--- src/rtl/score_keeper_pkg.sv ---
// Shared scoring types and constants, also used by the text renderer.
// Holds the game-mode encoding, the scoring FSM states and the default point values.
package score_keeper_pkg;

    typedef enum logic [1:0] {
        GAME_MODE_READY   = 2'd0,
        GAME_MODE_PLAYING = 2'd1,
        GAME_MODE_FAIL    = 2'd2,
        GAME_MODE_LOADING = 2'd3
    } game_mode_t;

    typedef enum logic [1:0] {
        ST_IDLE = 2'd0,
        ST_PLAY = 2'd1,
        ST_OVER = 2'd2
    } score_state_t;

    typedef struct packed {
        logic pellet;
        logic power;
        logic ghost;
        logic fright_end;
    } score_evt_t;

    localparam int SCORE_W            = 16;
    localparam int SCORE_MAX_DEF      = 9999;
    localparam int EXTRA_LIFE_AT_DEF  = 5000;
    localparam int PTS_PELLET_DEF     = 10;
    localparam int PTS_POWER_DEF      = 50;
    localparam int PTS_GHOST_BASE_DEF = 200;
    localparam logic [1:0] COMBO_MAX  = 2'd3;

    // Ghost value doubles per combo step; 17 bits so the sum with score cannot wrap.
    function automatic logic [SCORE_W:0] ghost_pts(input logic [SCORE_W:0] base,
                                                   input logic [1:0]       combo);
        return base << combo;
    endfunction

endpackage

--- src/rtl/score_keeper_fsm.sv ---
// Game-phase tracker for the score keeper: decides when events score and when
// the per-game state is cleared.
module score_fsm
    import score_keeper_pkg::*;
(
    input  logic       clk,
    input  logic       rst,
    input  game_mode_t mode,
    output logic       scoring_en,
    output logic       clear
);

    score_state_t state, state_nxt;

    always_ff @(posedge clk or posedge rst) begin
        if (rst) state <= ST_IDLE;
        else     state <= state_nxt;
    end

    always_comb begin
        state_nxt = state;
        if (mode == GAME_MODE_READY) begin
            state_nxt = ST_IDLE;
        end else begin
            case (state)
                ST_IDLE: if (mode == GAME_MODE_PLAYING) state_nxt = ST_PLAY;
                ST_PLAY: begin
                    if (mode == GAME_MODE_FAIL)         state_nxt = ST_OVER;
                    else if (mode == GAME_MODE_LOADING) state_nxt = ST_IDLE;
                end
                ST_OVER: state_nxt = ST_OVER;
                default: state_nxt = ST_IDLE;
            endcase
        end
    end

    // Clear wins over scoring so a READY cycle never leaks points into the new game.
    always_comb begin
        clear      = (mode == GAME_MODE_READY);
        scoring_en = (state == ST_PLAY) && !clear;
    end

endmodule

--- src/rtl/score_keeper.sv ---
// Scoring datapath: per-cycle increment, ghost combo, saturating score,
// session high score and the once-per-game extra-life pulse.
module score_keeper
    import score_keeper_pkg::*;
#(
    parameter int SCORE_MAX      = SCORE_MAX_DEF,
    parameter int EXTRA_LIFE_AT  = EXTRA_LIFE_AT_DEF,
    parameter int PTS_PELLET     = PTS_PELLET_DEF,
    parameter int PTS_POWER      = PTS_POWER_DEF,
    parameter int PTS_GHOST_BASE = PTS_GHOST_BASE_DEF
) (
    input  logic               clk,
    input  logic               rst,
    input  game_mode_t         MODE,
    input  logic               pellet_eaten,
    input  logic               power_eaten,
    input  logic               ghost_eaten,
    input  logic               fright_end,
    output logic [SCORE_W-1:0] score,
    output logic [SCORE_W-1:0] high_score,
    output logic               new_high,
    output logic               extra_life
);

    localparam logic [SCORE_W:0] MAX_W   = (SCORE_W+1)'(SCORE_MAX);
    localparam logic [SCORE_W:0] LIFE_W  = (SCORE_W+1)'(EXTRA_LIFE_AT);
    localparam logic [SCORE_W:0] PEL_W   = (SCORE_W+1)'(PTS_PELLET);
    localparam logic [SCORE_W:0] POW_W   = (SCORE_W+1)'(PTS_POWER);
    localparam logic [SCORE_W:0] GHOST_W = (SCORE_W+1)'(PTS_GHOST_BASE);

    score_evt_t         evt;
    logic               scoring_en, clear;
    logic [1:0]         combo, combo_next;
    logic               life_given, life_hit;
    logic [SCORE_W:0]   inc, sum;
    logic [SCORE_W-1:0] score_next;

    assign evt = '{pellet: pellet_eaten, power: power_eaten,
                   ghost: ghost_eaten, fright_end: fright_end};

    score_fsm u_fsm (
        .clk        (clk),
        .rst        (rst),
        .mode       (MODE),
        .scoring_en (scoring_en),
        .clear      (clear)
    );

    always_comb begin
        inc = '0;
        if (evt.pellet) inc = inc + PEL_W;
        if (evt.power)  inc = inc + POW_W;
        if (evt.ghost)  inc = inc + ghost_pts(GHOST_W, combo);

        sum        = {1'b0, score} + inc;
        score_next = (sum > MAX_W) ? MAX_W[SCORE_W-1:0] : sum[SCORE_W-1:0];

        // A combo reset in the same cycle as a ghost still scores that ghost at the old combo.
        combo_next = combo;
        if (evt.power || evt.fright_end)         combo_next = 2'd0;
        else if (evt.ghost && combo != COMBO_MAX) combo_next = combo + 2'd1;

        life_hit = ({1'b0, score} < LIFE_W) && ({1'b0, score_next} >= LIFE_W) && !life_given;
    end

    always_ff @(posedge clk or posedge rst) begin
        if (rst) begin
            score      <= '0;
            high_score <= '0;
            new_high   <= 1'b0;
            extra_life <= 1'b0;
            combo      <= 2'd0;
            life_given <= 1'b0;
        end else if (clear) begin
            score      <= '0;
            new_high   <= 1'b0;
            extra_life <= 1'b0;
            combo      <= 2'd0;
            life_given <= 1'b0;
        end else begin
            extra_life <= 1'b0;
            if (scoring_en) begin
                score <= score_next;
                combo <= combo_next;
                if (score_next > high_score) begin
                    high_score <= score_next;
                    new_high   <= 1'b1;
                end
                if (life_hit) begin
                    extra_life <= 1'b1;
                    life_given <= 1'b1;
                end
            end
        end
    end

endmodule

--- config.mk ---
export PLATFORM = sky130hd
export DESIGN_NAME = score_keeper
export DESIGN_NICKNAME = d
export VERILOG_FILES = /design/src/rtl/score_keeper_pkg.sv /design/src/rtl/score_keeper_fsm.sv /design/src/rtl/score_keeper.sv
export SDC_FILE = /design/constraint.sdc
export NUM_CORES = 1
export LEC_CHECK = 0
export CORE_MARGIN = 2
export CORE_UTILIZATION = 40
export DETAILED_ROUTE_END_ITERATION = 12
export PLACE_DENSITY = 0.64
export SLEW_MARGIN = 20
export SYNTH_ARGS = -nofsm -noshare
export SYNTH_HDL_FRONTEND = slang
export SYNTH_SLANG_ARGS = --single-unit
export TNS_END_PERCENT = 5
--- constraint.sdc ---
create_clock -name clk -period 14.9 [get_ports clk]
set_clock_uncertainty 0.05 [all_clocks]
set_input_delay 2.98 -clock clk [delete_from_list [all_inputs] [get_ports clk]]
set_output_delay 2.98 -clock clk [all_outputs]
set_load 0.005 [all_outputs]
==> results list, run 1 <==
* CTS H-tree lvls: 2
- Along the worst path, the maximum fanout reaches 23.
* Startpoint-to-endpoint class of the critical path: in -> reg
- The number of max-slew violations in the final report was 0.
* Cell Pwr Density: 144.0 mW/mm2
- Worst Hold Margin: 0.4223 ns
- The first global-routing pass estimated 12540 um of wire.
- Setup repair after global routing left no endpoint under its margin.
- The worst path needs 8.989 ns of the cycle, external delays included.
* Fin Setup TNS: 0 ns
- The top cell type by area accounts for 31.41% of the synthesized area.
- Placer Congestion: 0.8529
* Period Utilization, post-route: 60.33%
- Synthesis produced a netlist whose cell count is 350.
- Once detail routing completed, the nets flagged for antenna violations numbered 0.
- Dividing the detail-routed via count by the number of cells gives 5.526.
- Vias: 2730
* Number of enable-type register cells in the synthesized netlist: 0
- The worst pin sits at a relative slew slack of 51.02%.
- Hold violation total from the final report: 0
- Counting flops and latches in the post-synthesis netlist gives 39.
* Average instance area after synthesis: 8.876 um2
- Width of the die: 92.13 um
- In this run, post-CTS repair resized a total of 0 instances.
- Wires add up to 7554 um.
- Global routing finished with a remaining overflow of 0.
- Number of buffers inserted by port buffering: 41
* Multi-input combinational cell area: 0.001981 mm2
* Clock Tree Buf Depth: 2
- Share of synthesized area occupied by flip-flops and latches: 31.41%
* Slew at the pin with the worst max-slew slack: 0.7346 ns
- The mapped netlist covers 0.003107 mm2.
- The run finished with clean final reports.
- The core region is 0.007607 mm2.
- The tool flagged a number of max-cap violations equal to 0.
* Number of standard-cell rows in the floorplan: 32
- Setup Fix Bufs, Post-CTS: 0
- Number of DRC violations after detailed-routing iteration 0: 178
- Filler Cells Inserted: 761
- Clock net sink count: 39
* Reported leakage power: 1.724 nW
* Starting Density: 40.84%
- During I/O placement, the number of pins put on the boundary was 42.
- Share of async-settable or async-resettable flops after synthesis: 100.0%
* Endpoint required time on the critical path: 15.04 ns
- The pre-antenna-repair detailed-routing pass consisted of 5 iterations.
- The number of antenna diodes in the final layout is 0.
- Combined global-route utilization of all metal layers: 18.40%
- Of the cells placed in the final design, the portion with a size suffix greater than 1 is 6.633%.
- TritonCTS built the clock tree.
- The sequential cells in the finished layout cover a total of 975.9 um2.
- Across the VDD grid, the largest voltage drop is 0.00007204 V.
* Skew-Pair Late Insertion Delay: 0.30 ns
* Arrival time of data at the critical path endpoint: 9.13 ns
- Height of the die: 92.13 um
- Among all flip-flop cells after synthesis, the most frequent one is dfrtp_1.
- Commonest cells in the netlist: dfrtp_1 (39), ha_1 (37), nor2_1 (37), inv_1 (27), nand2_1 (25)
- CTS clk-pin slew, worst paths: 0.08 ns
- Final setup vio count: 0
- Once detailed placement completed, the half-perimeter wirelength came to 5833 um.
- During synthesis, Yosys emitted a total of 0 warnings.
* HP Class: reg -> reg
* Worst setup SP type: input port
- Remaining DRCs: 0
- Based on the critical path, the design can be clocked at up to 111.2 MHz.
* Dominant cell by count in the synthesized netlist: dfrtp_1
- Number of antenna violations at the first check in global routing: 0
- Master cell of the clock root buffer: clkbuf_8
- Yosys top cell by area: dfrtp_1
- Number of global-route vias before repair: 2567
* Num CTS Buffers: 5
* Hold-fix buffers at CTS: 0
* DR WL/cell: 15.29 um
* Layout overhead on the synthesized area: 20.26%
- The worst setup path is captured at a flop.
- Net count, final: 438
- Maximum number of pins on one net before global-route repair: 40
- By area the synthesized netlist is led by dfrtp_1 (31%), ha_1 (15%), nor2_1 (4.5%), o21ai_0 (3.4%), inv_1 (3.3%).
- The floorplan step defined a die boundary enclosing 0.008488 mm2.
- Yosys mapped the design onto 58 distinct sky130hd cell types.
-- layout by cell type, fill, tap and decap left out, types with 6 or more instances in the layout --
cell type        instances
and3_1                   7
clkdlybuf4s50_1         41
a31oi_1                 13
nand2_1                 25
nand2b_1                 6
xnor2_1                  9
a21oi_1                 14
nor2_1                  37
inv_1                   27
and2_1                   8
a21o_1                   9
o21ai_0                 21
dfrtp_1                 39
clkbuf_8                 6
ha_1                    37
-- cell type report --
class / instances / share of cell area (%)
Tap cell: 102 / 3.416
Inverter: 27 / 2.713
Multi-Input combinational cell: 274 / 53.01
Sequential cell: 39 / 26.12
Timing Repair Buffer: 44 / 11.59
Clock inverter: 2 / 0.9377
Clock buffer: 6 / 2.210
-- critical path, cell delays in order --
cell and delay (ns):
clkdlybuf4s50_1 0.61, inv_1 0.12, fa_1 0.47, inv_1 0.07, a21oi_1 0.06, nor2_1 0.18, nand2_1 0.10, xnor2_1 0.12
and2_1 0.17, ha_1 0.41, and3_1 0.23, nand2_1 0.08, a211oi_1 0.34, o211a_1 0.22, a21o_1 0.13, and2_1 0.23
a41o_1 0.61, nand2_1 0.12, ha_1 0.34, a21o_1 0.11, a21o_1 0.11, a211oi_1 0.06, o21ai_0 0.19, o211ai_1 0.16
a221oi_2 0.26, buf_4 0.28, mux2_2 0.37
-- flip-flops by register name, indices dropped and copies added (netlist names) --
signal,count
new_high,1
combo,2
u_fsm.state,2
life_given,1
score,16
extra_life,1
high_score,16
-- final timing paths --
path	from	to	slack, ns	cells after the start
min	u_fsm.state[1]	u_fsm.state[0]	0.42	1
max	power_eaten	high_score[12]	5.91	27
max in group asynchronous	rst	high_score[6]	11.38	3
min in group asynchronous	rst	high_score[13]	3.05	3
max reg2reg	combo[1]	high_score[12]	8.32	29
min reg2reg	u_fsm.state[1]	u_fsm.state[0]	0.42	1
-- routing by layer --
| metal | part of all wire, % | track usage, % |
|---|---|---|
| met5 | 0 | 0 |
| met3 | 5.3 | 3.040 |
| met2 | 47 | 30.51 |
| met4 | 0.90 | 4.104 |
| met1 | 46 | 25.26 |
-- logic make-up after synthesis --
| family | synth area share (%) |
|---|---|
| and+or+nand+nor | 18.08 |
| AOI/OAI and AO/OA | 24.00 |
| adders and majority gates | 16.19 |
| DFF | 31.41 |
| buffers and inverters | 5.155 |
| xor gates and xnor gates | 3.947 |
| muxes | 1.087 |
| other | 0.1207 |
-- power by group --
| part | switching (mW) | internal, mW |
|---|---|---|
| clock network | 0.0399 | 0.0542 |
| registers | 0.0240 | 0.133 |
| logic | 0.146 | 0.140 |
| total | 0.210 | 0.328 |
-- through the flow --
stage | power, mW | utilization (%) | cell area, um2 | worst slack [ns] | instances
global placement | 0.4406 | 47.57 | 3618 | 5.843 | 486
finish | 0.5380 | 49.11 | 3736 | 5.911 | 494
detailed placement | 0.4450 | 47.57 | 3618 | 5.617 | 486
global route | 0.5850 | 49.11 | 3736 | 5.403 | 494
CTS | 0.5409 | 49.11 | 3736 | 5.923 | 494
floorplan | 0.3398 | - | 3110 | 6.820 | 351
No activity file was read; power rests on OpenSTA's default activity.
==> run 2, diff against run 1 <==
--- a/config.mk
+++ b/config.mk
@@ -8,7 +8,7 @@
 export CORE_MARGIN = 2
 export CORE_UTILIZATION = 40
 export DETAILED_ROUTE_END_ITERATION = 12
-export PLACE_DENSITY = 0.64
+export PLACE_DENSITY = 0.67
 export SLEW_MARGIN = 20
 export SYNTH_ARGS = -nofsm -noshare
 export SYNTH_HDL_FRONTEND = slang
==> constraint.sdc (replaced) <==
create_clock -name clk -period 8 [get_ports clk]
set_clock_uncertainty 0.05 [all_clocks]
set_input_delay 1.6 -clock clk [delete_from_list [all_inputs] [get_ports clk]]
set_output_delay 1.6 -clock clk [all_outputs]
set_load 0.005 [all_outputs]
==> results list, run 2 (synthesis gave the netlist of run 1 again) <==
* CTS resizes: 0
* DR WL/cell: 15.66 um
- Max Transition Viols Final: 0
- The first global-routing pass estimated 12610 um of wire.
* Startpoint-to-endpoint class of the critical path: in -> reg
- Placed cell count: 488
- TritonCTS built the clock tree.
* Vias: 2809
- Measured along the x axis, the die boundary spans 92.13 um.
- Area of all placed cells without fillers: 0.003750 mm2
- Element type at the critical path end: flop
- Detailed Place HPWL: 6041 um
* Bufs and invs on worst path: 4
- Cell Pwr Density: 269.5 mW/mm2
* Setup slack of the critical path after layout: 0.5517 ns
- The clock passes through at most 2 buffers.
- After clock tree synthesis, the clock-pin slew on the worst setup and hold paths is 0.09 ns.
* Multi-input combinational cell area: 0.001981 mm2
* Num CTS Buffers: 5
- Period Utilization, post-route: 93.10%
- Once the floorplan was initialized, standard cells occupied 40.84% of the core.
- Origin of the worst min-delay path: u_fsm.state[1]
- Max cap viols: 0
- Final critical path time including I/O delays and setup: 7.448 ns
- Summed over all layers, the routed wires come to 7768 um.
- In the final layout, the registers with the most flip-flops are high_score: 16 flops, score: 16 flops.
- Slowest cell on the critical path: clkdlybuf4s50_1
- Core region area: 0.007607 mm2
* Crit path launch: power_eaten
- Final core utilization: 49.29%
- The first routing iteration left 245 violations.
* Result of the run: finished clean
- Number of standard-cell rows in the floorplan: 32
- Antenna violation net count after detailed routing: 0
* Filler Cells Inserted: 741
- Across every metal layer, demand over resource in global routing totals 18.50%.
- The die covers 0.008488 mm2.
* Headroom to the max-slew limit: 56.29%
- The net count of the finished layout is 440.
- Hold-fix buffers at CTS: 0
- In the routed layout, each cell is associated on average with a via count of 5.663.
- Placed Instance Area: 0.003633 mm2
- Setup Fix Bufs, Post-CTS: 0
* Largest fanout on the critical path: 22
* Number of antenna violations at the first check in global routing: 0
- The tree is rooted in a clkbuf_8.
- The later pin in the worst-skew pair is clocked with a latency of 0.30 ns.
- Maximum vdd ir drop: 0.0001127 V
* Slew at the pin with the worst max-slew slack: 0.6532 ns
- Data on the critical path arrives at its endpoint at 7.60 ns.
- STA classifies the critical path startpoint as an input port.
- After detailed routing, the number of remaining DRC violations is 0.
- CTS built an H-tree with a depth of 2.
- Of the cells placed in the final design, the portion with a size suffix greater than 1 is 7.107%.
- Grt total ovfl: 0
* Endpoint required time on the critical path: 8.15 ns
- Commonest cells after routing, fill and taps aside: clkdlybuf4s50_1 (41), dfrtp_1 (39), nor2_1 (37), ha_1 (37), inv_1 (27)
- The clock net in this run drives a total of 39 sinks.
* Reg area: 975.9 um2
* Number of global-route vias before repair: 2580
* Placer Congestion: 0.9243
- Final cell count without fillers: 496
- Port buffering added 41 buffers.
- Setup violations remaining at the end of the flow were counted as 0.
* Total I/O pin count: 42
- In this run the critical register-to-register path is launched from combo[1].
- Delay of the slowest cell on the worst path: 0.61 ns
- In this design, the largest share of critical-path delay is due to compound AO/OA/AOI/OAI gates.
- For the final routed database, the setup TNS stands at 0 ns.
* Maximum number of pins on one net before global-route repair: 40
- Relative to the synthesized area, the layout overhead comes to 20.70%.
- Based on the critical path, the design can be clocked at up to 134.3 MHz.
* Height of the die: 92.13 um
- OpenSTA, run right after detailed placement, puts the worst setup slack at 0.3127 ns.
- Reported leakage power: 1.730 nW
- The library cell used most frequently in the layout, excluding fill and tap cells, is clkdlybuf4s50_1.
* HP Class: reg -> reg
* Antenna diode count: 0
- Hold violation total from the final report: 0
- Number of detailed-routing iterations run before antenna repair: 5
- Setup repair after global routing left no endpoint under its margin.
==> run 2: metal layers <==
| metal | GRT usage, % | wire length, um |
|---|---|---|
| met1 | 24.94 | 3519 |
| met2 | 31.07 | 3714 |
| met3 | 3.287 | 410 |
| met4 | 4.104 | 123 |
| met5 | 0 | 0 |
==> run 2: worst paths after layout <==
kind / endpoint / cells after the start / slack [ns]
worst max-delay path: high_score[11] / 26 / 0.55
worst min-delay path: u_fsm.state[0] / 1 / 0.43
worst max register to register: high_score[11] / 28 / 1.60
worst min register to register: u_fsm.state[0] / 1 / 0.43
max in group asynchronous: combo[1] / 3 / 5.87
min in group asynchronous: high_score[14] / 3 / 1.66
==> run 2: worst reg2reg max path, delay by kind of cell (launching register included) <==
family	cells	cell delay (ns)
AO/OA/AOI/OAI	12	2.42
flip-flops	1	0.48
XOR/XNOR	1	0.08
buffers and inverters	4	0.56
adder cells (fa/ha/maj)	5	1.51
AND/OR/NAND/NOR	5	0.85
multiplexers	1	0.36
==> run 2: power by group <==
part / internal [mW] / leakage [nW] / switching (mW)
Clock: 0.0947 / 0.0587 / 0.0801
Sequential: 0.248 / 0.503 / 0.0454
Combinational: 0.262 / 1.17 / 0.280
Total: 0.605 / 1.73 / 0.406
==> run 2: layout make-up <==
type                    instances  share of cell area, %
multi-input cells             274                  52.82
flip-flops and latches         39                  26.03
repair buffers                 46                  11.95
well taps                     102                  3.403
inverters                      27                  2.703
clock buffers                   5                  1.835
clock inverters                 3                  1.268
==> run 2: per-stage QoR <==
| stage | hold WS (ns) | total power, mW |
|---|---|---|
| detailed placement | 0.4195 | 0.8338 |
| global route | 0.4889 | 1.091 |
| CTS | 0.4371 | 1.012 |
| global placement | 0.4139 | 0.8227 |
| finish | 0.4330 | 1.010 |
| floorplan | 0.3913 | 0.6328 |
==> run 3, diff against run 2 <==
--- a/config.mk
+++ b/config.mk
@@ -5,7 +5,6 @@
 export SDC_FILE = /design/constraint.sdc
 export NUM_CORES = 1
 export LEC_CHECK = 0
-export CORE_MARGIN = 2
 export CORE_UTILIZATION = 40
 export DETAILED_ROUTE_END_ITERATION = 12
 export PLACE_DENSITY = 0.67
==> results list, run 3 (synthesis gave the netlist of run 1 again) <==
* Result of the run: finished clean
- Clock net sink count: 39
- Slowest cell on the critical path: clkdlybuf4s50_1
* Element type at the critical path end: flop
- Delay of the slowest cell on the worst path: 0.62 ns
* Bufs and invs on worst path: 4
* Maximum vdd ir drop: 0.0001100 V
- Core region area: 0.007370 mm2
- After routing, the total negative slack on setup checks comes to 0 ns.
- For this run, design rule violations remaining after detail routing come to 0.
- The first global-routing pass estimated 13120 um of wire.
* Starting Density: 42.16%
* Worst setup SP type: input port
- The first routing iteration left 196 violations.
- Once detail routing completed, the nets flagged for antenna violations numbered 0.
- Setup violations remaining at the end of the flow were counted as 0.
- Full die area: 0.008123 mm2
- The post-route netlist has 6.633% of its cells at a drive strength greater than 1.
- Across all setup checks in the final design, the least slack found is 0.6138 ns.
* Final Total Pwr: 966.7 uW
* Largest fanout on the critical path: 13
- Buffers added to address setup during post-CTS repair amount to 0.
- For this design the ratio of total power to cell area is 260.6 mW/mm2.
- DR WL/cell: 15.78 um
- Dividing the detail-routed via count by the number of cells gives 5.619.
* Combined global-route utilization of all metal layers: 19.70%
- Pre-CTS setup slack: 0.3352 ns
- No sink is reached through more buffers than the 2 on the longest clock path.
- Maximum clock frequency: 135.4 MHz
- Leading registers by flop count: high_score: 16 flops, score: 16 flops
- In this run the count of I/O pins placed on the die edge is 42.
- Summed over all nets, the half-perimeter wirelength after detailed placement is 6070 um.
* Final core utilization: 50.34%
* Period Utilization, post-route: 92.33%
- Entering global routing, the biggest net connects 40 pins.
- Placer Congestion: 0.8831
- Delay-heaviest family, CP: compound AO/OA/AOI/OAI gates
- After clock tree synthesis, the flow added hold-fix buffers numbering 0.
- Number of antenna violations at the first check in global routing: 0
- CTS H-tree lvls: 2
* Number of buffers inserted by port buffering: 41
* Slew at the pin with the worst max-slew slack: 0.9670 ns
- The total overflow left after global routing is 0.
- Width of the die: 90.13 um
* Max Transition Viols Final: 0
- Summed over all cells, the static leakage comes to 1.714 nW.
- Number of detailed-routing iterations run before antenna repair: 4
- By startpoint and endpoint, the worst setup path is classified as in -> reg.
* Headroom to the max-slew limit: 35.30%
- The library cells used most frequently in the layout, excluding fill and tap cells, are clkdlybuf4s50_1 (41), dfrtp_1 (39), nor2_1 (37), ha_1 (37), inv_1 (27).
* Endpoint required time on the critical path: 8.13 ns
* Height of the die: 90.13 um
* CTS resizes: 0
* Arrival time of data at the critical path endpoint: 7.51 ns
- Net count, final: 439
- The routed layout has 2759 vias.
- After clock tree synthesis, the clock-pin slew on the worst setup and hold paths is 0.08 ns.
* Most common library cell in the layout ignoring fill and taps: clkdlybuf4s50_1
- TritonCTS built the clock tree.
- The via count of the first global-routing pass came to 2744.
- Max cap viols: 0
- HP Class: reg -> reg
- The number of antenna diodes in the final layout is 0.
* Wire length after detailed routing: 7748 um
- The area growth from synthesis to layout is 19.41%.
* RSZ-0062 raised after global routing: no
- Clock tree synthesis inserted a total of 5 buffers.
- Number of standard-cell rows in the floorplan: 31
- The final count of hold timing violations was 0.
* Final critical path time including I/O delays and setup: 7.386 ns
* Skew-Pair Late Insertion Delay: 0.29 ns
- The tree is rooted in a clkbuf_8.
- Fill cells in the final layout number 733.
## run 3: cell types whose count changed in the layout (fill, tap and decap cells not counted)
cell / change
clkinv_2: +1
clkinv_4: -1
inv_6: -1
bufinv_16: -1
clkbuf_8: +1
buf_4: -1
## run 3: report_power, final
part	total [mW]	switching, mW	internal (mW)	leakage, nW
Sequential	0.294	0.0452	0.248	0.503
Clock	0.135	0.0678	0.0677	0.0470
Combinational	0.538	0.275	0.262	1.16
## run 3: worst paths after layout
kind,slack (ns),depth (start not counted),from,end
hold reg to reg,0.43,1,u_fsm.state[1],u_fsm.state[0]
setup reg to reg,1.68,28,combo[1],high_score[12]
max in group asynchronous,5.87,3,rst,high_score[0]
setup / recovery,0.61,26,power_eaten,high_score[12]
hold / removal,0.43,1,u_fsm.state[1],u_fsm.state[0]
min in group asynchronous,1.68,3,rst,high_score[13]
## run 3: worst register-to-register path: cells and delay by family (launching register included)
kind                     cells  cell delay (ns)
AND/OR/NAND/NOR              5             0.83
multiplexers                 1             0.35
buffers and inverters        4             0.51
AO/OA/AOI/OAI               12             2.40
XOR/XNOR                     1             0.08
adder cells (fa/ha/maj)      5             1.51
flip-flops                   1             0.48
## run 3: per-layer routing
metal  up-vias  wire, um  global-route usage [%]
met2        75      3711                   32.70
met5         -         0                       0
met1      1324      3599                   26.45
met3         6       375                   3.384
li1       1354         -                       -
met4         0        61                   5.242
## run 3: per-stage QoR
step           instance area (um2)  cells  hold slack (ns)
2_1_floorplan                 3110    351           0.3913
3_3_place_gp                  3622    484           0.4162
3_5_place_dp                  3622    484           0.4242
4_1_cts                       3710    491           0.4237
5_1_grt                       3710    491           0.4571
6_report                      3710    491           0.4260
## run 3: cell type report
class	instances	area, um2	area share [%]
multi-input cells	274	1981	53.39
flip-flops and latches	39	975.9	26.31
repair buffers	45	440.4	11.87
well taps	99	123.9	3.339
inverters	27	101.3	2.732
clock buffers	6	82.58	2.226
clock inverters	1	5.005	0.1349
